$ cat config.mk
export PLATFORM = sky130hd
export DESIGN_NAME = fft_sdf_stage
export DESIGN_NICKNAME = d
export VERILOG_FILES = /design/src/rtl/fft_pkg.sv /design/src/rtl/fft_cmult.sv /design/src/rtl/fft_sdf_stage.sv
export SDC_FILE = /design/constraint.sdc
export NUM_CORES = 2
export LEC_CHECK = 0
export CAP_MARGIN = 10
export CORE_MARGIN = 4
export CORE_UTILIZATION = 60
export CTS_CLUSTER_SIZE = 12
export DETAILED_ROUTE_END_ITERATION = 6
export PLACE_DENSITY_LB_ADDON = 0.08
export RECOVER_POWER = 100
export SLEW_MARGIN = 20
export SYNTH_ARGS = -nofsm -noshare
export SYNTH_HDL_FRONTEND = slang
export SYNTH_SLANG_ARGS = --single-unit
$ cat constraint.sdc
create_clock -name clk -period 10.9 [get_ports clk]
set_input_delay 2.18 -clock clk [delete_from_list [all_inputs] [get_ports clk]]
set_output_delay 2.18 -clock clk [all_outputs]
set_load 0.01 [all_outputs]
$ cat src/rtl/fft_pkg.sv
// Shared types, twiddle ROM and fixed-point helpers for the 64-point radix-2 SDF FFT.
// SDF_ROUND_EN selects round-half-up instead of truncation in the butterfly and twiddle scaling.
package fft_pkg;

    localparam int N_FFT = 64;
    localparam int LOG2N = 6;

    typedef struct packed {
        logic signed [15:0] re;
        logic signed [15:0] im;
    } cplx_t;

    // W64^m = cos(2*pi*m/64) - j*sin(2*pi*m/64), Q1.14
    localparam cplx_t TW_ROM [32] = '{
        '{ 16'sd16384,   16'sd0    }, '{ 16'sd16305, -16'sd1606  },
        '{ 16'sd16069,  -16'sd3196 }, '{ 16'sd15679, -16'sd4756  },
        '{ 16'sd15137,  -16'sd6270 }, '{ 16'sd14449, -16'sd7723  },
        '{ 16'sd13623,  -16'sd9102 }, '{ 16'sd12665, -16'sd10394 },
        '{ 16'sd11585, -16'sd11585 }, '{ 16'sd10394, -16'sd12665 },
        '{ 16'sd9102,  -16'sd13623 }, '{ 16'sd7723,  -16'sd14449 },
        '{ 16'sd6270,  -16'sd15137 }, '{ 16'sd4756,  -16'sd15679 },
        '{ 16'sd3196,  -16'sd16069 }, '{ 16'sd1606,  -16'sd16305 },
        '{ 16'sd0,     -16'sd16384 }, '{ -16'sd1606, -16'sd16305 },
        '{ -16'sd3196, -16'sd16069 }, '{ -16'sd4756, -16'sd15679 },
        '{ -16'sd6270, -16'sd15137 }, '{ -16'sd7723, -16'sd14449 },
        '{ -16'sd9102, -16'sd13623 }, '{ -16'sd10394, -16'sd12665 },
        '{ -16'sd11585, -16'sd11585 }, '{ -16'sd12665, -16'sd10394 },
        '{ -16'sd13623, -16'sd9102 }, '{ -16'sd14449, -16'sd7723 },
        '{ -16'sd15137, -16'sd6270 }, '{ -16'sd15679, -16'sd4756 },
        '{ -16'sd16069, -16'sd3196 }, '{ -16'sd16305, -16'sd1606 }
    };

    function automatic logic signed [15:0] sat16(input logic signed [32:0] v);
        if (v > 33'sd32767)
            return 16'sh7FFF;
        if (v < -33'sd32768)
            return 16'sh8000;
        return v[15:0];
    endfunction

    // Butterfly halving of a 17-bit sum/difference.
    function automatic logic signed [15:0] half17(input logic signed [16:0] v);
`ifdef SDF_ROUND_EN
        logic [17:0] r;
        r = {v[16], v} + 18'd1;
        // only +65535 can round past the 16-bit range
        return (v == 17'sh0FFFF) ? 16'sh7FFF : r[16:1];
`else
        return v[16:1];
`endif
    endfunction

endpackage

$ cat src/rtl/fft_cmult.sv
// Combinational complex multiply by a Q1.14 twiddle, scaled >>>14 and saturated per field.
// SDF_ROUND_EN adds half an LSB before the shift; zero latency, no flow control.
module fft_cmult
    import fft_pkg::*;
(
    input  logic [31:0] a,
    input  logic [31:0] w,
    output logic [31:0] y
);

`ifdef SDF_ROUND_EN
    localparam logic signed [32:0] BIAS = 33'sd8192;
`else
    localparam logic signed [32:0] BIAS = 33'sd0;
`endif

    cplx_t              av, wv, yv;
    logic signed [31:0] p_rr, p_ii, p_ri, p_ir;
    logic signed [32:0] re_acc, im_acc;

    assign av = a;
    assign wv = w;

    assign p_rr = av.re * wv.re;
    assign p_ii = av.im * wv.im;
    assign p_ri = av.re * wv.im;
    assign p_ir = av.im * wv.re;

    assign re_acc = 33'(p_rr) - 33'(p_ii) + BIAS;
    assign im_acc = 33'(p_ri) + 33'(p_ir) + BIAS;

    assign yv.re = sat16(re_acc >>> 14);
    assign yv.im = sat16(im_acc >>> 14);
    assign y     = yv;

endmodule

$ cat src/rtl/fft_sdf_stage.sv
// Radix-2 DIF single-path delay-feedback stage, 1-cycle registered latency from acceptance.
// No backpressure: in_valid gaps freeze all state; SDF_ROUND_EN enables rounding in the arithmetic.
module fft_sdf_stage
    import fft_pkg::*;
#(
    parameter int STAGE = 0,
    parameter int N_FFT = 64
) (
    input  logic        clk,
    input  logic        rst,
    input  logic        in_valid,
    input  logic [31:0] data_in,
    output logic [31:0] data_out,
    output logic        out_valid
);

    localparam int D  = (N_FFT / 2) >> STAGE;
    localparam int CW = $clog2(2 * D);
    localparam int TW = LOG2N - 1;

    cplx_t             dline [D];
    logic [CW-1:0]     cnt;
    logic [LOG2N-1:0]  cnt_w;
    logic [TW-1:0]     tw_idx;
    logic              primed;
    logic              phase_b;
    logic              emit;
    cplx_t             din, oldest, tw, prod, cand, push;

    assign din     = data_in;
    assign oldest  = dline[D-1];
    assign phase_b = cnt[CW-1];
    assign cnt_w   = LOG2N'(cnt);
    assign tw_idx  = TW'((cnt_w & LOG2N'(D - 1)) << STAGE);
    assign tw      = TW_ROM[tw_idx];

    fft_cmult u_cmult (
        .a (oldest),
        .w (tw),
        .y (prod)
    );

    always_comb begin
        cand = prod;
        push = din;
        if (phase_b) begin
            cand.re = half17(17'(oldest.re) + 17'(din.re));
            cand.im = half17(17'(oldest.im) + 17'(din.im));
            push.re = half17(17'(oldest.re) - 17'(din.re));
            push.im = half17(17'(oldest.im) - 17'(din.im));
        end
    end

    // Outputs only once the delay line holds data from this run.
    assign emit = in_valid & (primed | phase_b);

    always_ff @(posedge clk) begin
        if (in_valid) begin
            dline[0] <= push;
            for (int i = 1; i < D; i++)
                dline[i] <= dline[i-1];
        end
    end

    always_ff @(posedge clk) begin
        if (rst) begin
            cnt       <= '0;
            primed    <= 1'b0;
            out_valid <= 1'b0;
            data_out  <= '0;
        end else begin
            out_valid <= emit;
            if (emit)
                data_out <= cand;
            if (in_valid) begin
                cnt <= cnt + 1'b1;
                if (phase_b)
                    primed <= 1'b1;
            end
        end
    end

endmodule

==> results.toml <==
[sta]
tns_ns = 0
rsz0062_at_grt = "no"
min_period_ns = 10.41
finClkSkew_ns = 0.107
hold_violations = 0
setup_viol = 0
worstMarginPinSlew_ns = 4.45
max_freq_ghz = 0.0960
finalCritPeriodShare = 0.955
whs_ns = 0.374
relSlewSlack = -1.97
slew_violations = 671

[placed_design]
place_congestion = 0.929
port_buffers = 67
dp_hpwl_mm = 137

[clock_network]
clk_latency_ns = 0.76
numCtsBuffers = 107
postCtsSetupBuffers = 0
cts_tree = "built"
cts_hold_buf = 0
clockBufferDepth = 3
cts.sinks = 1064
clk_pin_slew_ns = 0.06
post_cts_resized = 0
htreeDepth = 3
root_buffer = "clkbuf_16"

[cells_and_area]
drive_gt1_frac = 0.0554
layout_common_cells = "1377 x inv_1, 1177 x fa_1, 1024 x edfxtp_1, 553 x nand2_1, 506 x and2_1"
area_growth_pct = 8.42
final_nets = 7881
layout_commonest_cell = "inv_1"
register_area_sq_mm = 0.0316
multi_input_area_sq_mm = 0.0394
fillers = 9635

[route]
wl_mm = 182
vias = 44100
dr_wl_met2_mm = 85.2
top_layer = "met5"
ant_nets = 0
first_iter_violations = 3250
wirelength_met1_mm = 74.8
drt-vias-per-instance = 5.50
firstDrtPassIters = 7
detail_route.wl_per_cell_um = 22.7
wl_met3_mm = 11.5
drc = 2

[setup_path]
cpPeakStageDelay_ns = 0.64
arrival_ns = 11.04
critPathSlowestCell = "ha_1"
r2r_start = "cnt[1]"
start_kind = "register"
worstSetupStartpoint = "cnt[1]"
path_common_cell = "fa_1"
setup.worst_path.end_class = "register"
critPathMaxFanout = 17
crit_required_ns = 11.52
path_class = "register to register"

[global_routing]
grt_pass1_vias = 47100
grt_antenna_before_repair = 11
gr-total-overflow = 0
track_usage = 0.283
grt_first_pass_wirelength_mm = 284
grt_max_degree = 190

[synth]
synth_area_per_cell_sq_um = 12.4
synthDistinctLibCells = 87
synth_async_sr_flop_share = 0
synthCells = 6210
synth-seq-cells = 1064
synth_edf_count = 1024
ys.warnings.count = 0
ys.flop_type = "edfxtp_1"
synth.net_count = 7796
synth_area_sq_mm = 0.0769
yosysSeqAreaShare = 0.410

[floorplan]
core-area_sq_mm = 0.127
dieWidth_um = 366
num_rows = 131
start_util = 0.604
die_h_um = 366
io_pins = 68
dieArea_sq_mm = 0.134

[job]
max-cap-violations = 8

[worst_hold_path]
worstHoldStart = "dline[1][291]"
hp-class = "register to register"

[status]
violations = "design-rule violations, max-capacitance violations, max-slew violations"
outcome = "finished with violations"
==> registers in the layout, indices dropped and copies added (netlist names) <==
register and flops:
dline 1024, data_out 32, cnt 6, out_valid 1, primed 1
==> stage by stage <==
step,utilization,worst slack (ns),area (sq um),std cells
2_1_floorplan,-,1.56,76900,6210
3_3_place_gp,0.630,0.874,80200,7847
3_5_place_dp,0.630,0.757,80200,7848
4_1_cts,0.655,0.703,83400,8002
5_1_grt,0.655,0.0841,83400,8002
6_report,0.655,0.489,83400,8006
==> layout make-up <==
cell class | count | area share
multi-input combinational | 3518 | 0.473
sequential | 1064 | 0.378
inverter | 1381 | 0.0622
clock buffer | 124 | 0.0329
tap | 1662 | 0.0249
timing repair buffer | 223 | 0.0235
clock inverter | 30 | 0.00519
antenna | 4 | 0.000120
==> cells by family after synthesis <==
| logic type | synth area share |
|---|---|
| simple gates | 0.0888 |
| flops | 0.410 |
| mux | 0.00161 |
| compound gates | 0.0389 |
| buf+inv | 0.0797 |
| fa+ha+maj | 0.367 |
| xor+xnor | 0.0134 |
==> Yosys cell counts, types with 9 or more instances <==
| cell type | number | area share |
|---|---|---|
| inv_1 | 1377 | 0.067 |
| a211oi_1 | 18 | 0.0018 |
| mux2i_1 | 9 | 0.0012 |
| dfxtp_1 | 40 | 0.010 |
| nor2_1 | 156 | 0.0076 |
| or2_2 | 22 | 0.0018 |
| o31ai_1 | 10 | 0.00098 |
| a21o_1 | 37 | 0.0036 |
| nand2_1 | 553 | 0.027 |
| nor3_1 | 26 | 0.0017 |
| o21bai_1 | 20 | 0.0020 |
| clkbuf_1 | 227 | 0.011 |
| xor2_1 | 31 | 0.0035 |
| and2_1 | 509 | 0.041 |
| nor2b_1 | 14 | 0.0011 |
| nand2b_1 | 27 | 0.0022 |
| o211ai_1 | 15 | 0.0015 |
| a21oi_1 | 116 | 0.0075 |
| buf_1 | 14 | 0.00068 |
| a31oi_1 | 18 | 0.0015 |
| fa_1 | 1177 | 0.31 |
| and3_1 | 11 | 0.00089 |
| o41ai_1 | 9 | 0.0010 |
| nand3_1 | 24 | 0.0016 |
| ha_1 | 374 | 0.061 |
| edfxtp_1 | 1024 | 0.40 |
| o21ai_0 | 109 | 0.0071 |
| xnor2_1 | 87 | 0.0099 |
| o21a_1 | 18 | 0.0018 |
| or3_1 | 14 | 0.0011 |
==> routing by layer <==
metal  vias to the layer above  global-route usage
li1                      19500                   -
met1                     22800               0.388
met2                      1427               0.450
met3                       391              0.0514
met4                         6               0.126
met5                         -                   0
==> critical path, delay by kind of cell, from the launching register on <==
family                   cells  cell delay (ns)
flip-flops                   1             0.38
adder cells (fa/ha/maj)     10             4.99
AND/OR/NAND/NOR              4             0.70
buffers and inverters        7             0.86
AO/OA/AOI/OAI               11             3.31
==> final timing paths <==
path / end / slack, ns / depth (start not counted)
hold / removal: dline[1][323] / 0.37 / 0
setup / recovery: data_out[21] / 0.49 / 32
hold reg to reg: dline[1][323] / 0.37 / 0
setup reg to reg: data_out[21] / 0.49 / 32
Power is left out: the tool's default activity adds up to more than one toggle a clock period on the data nets, which glitch-free logic cannot reach.
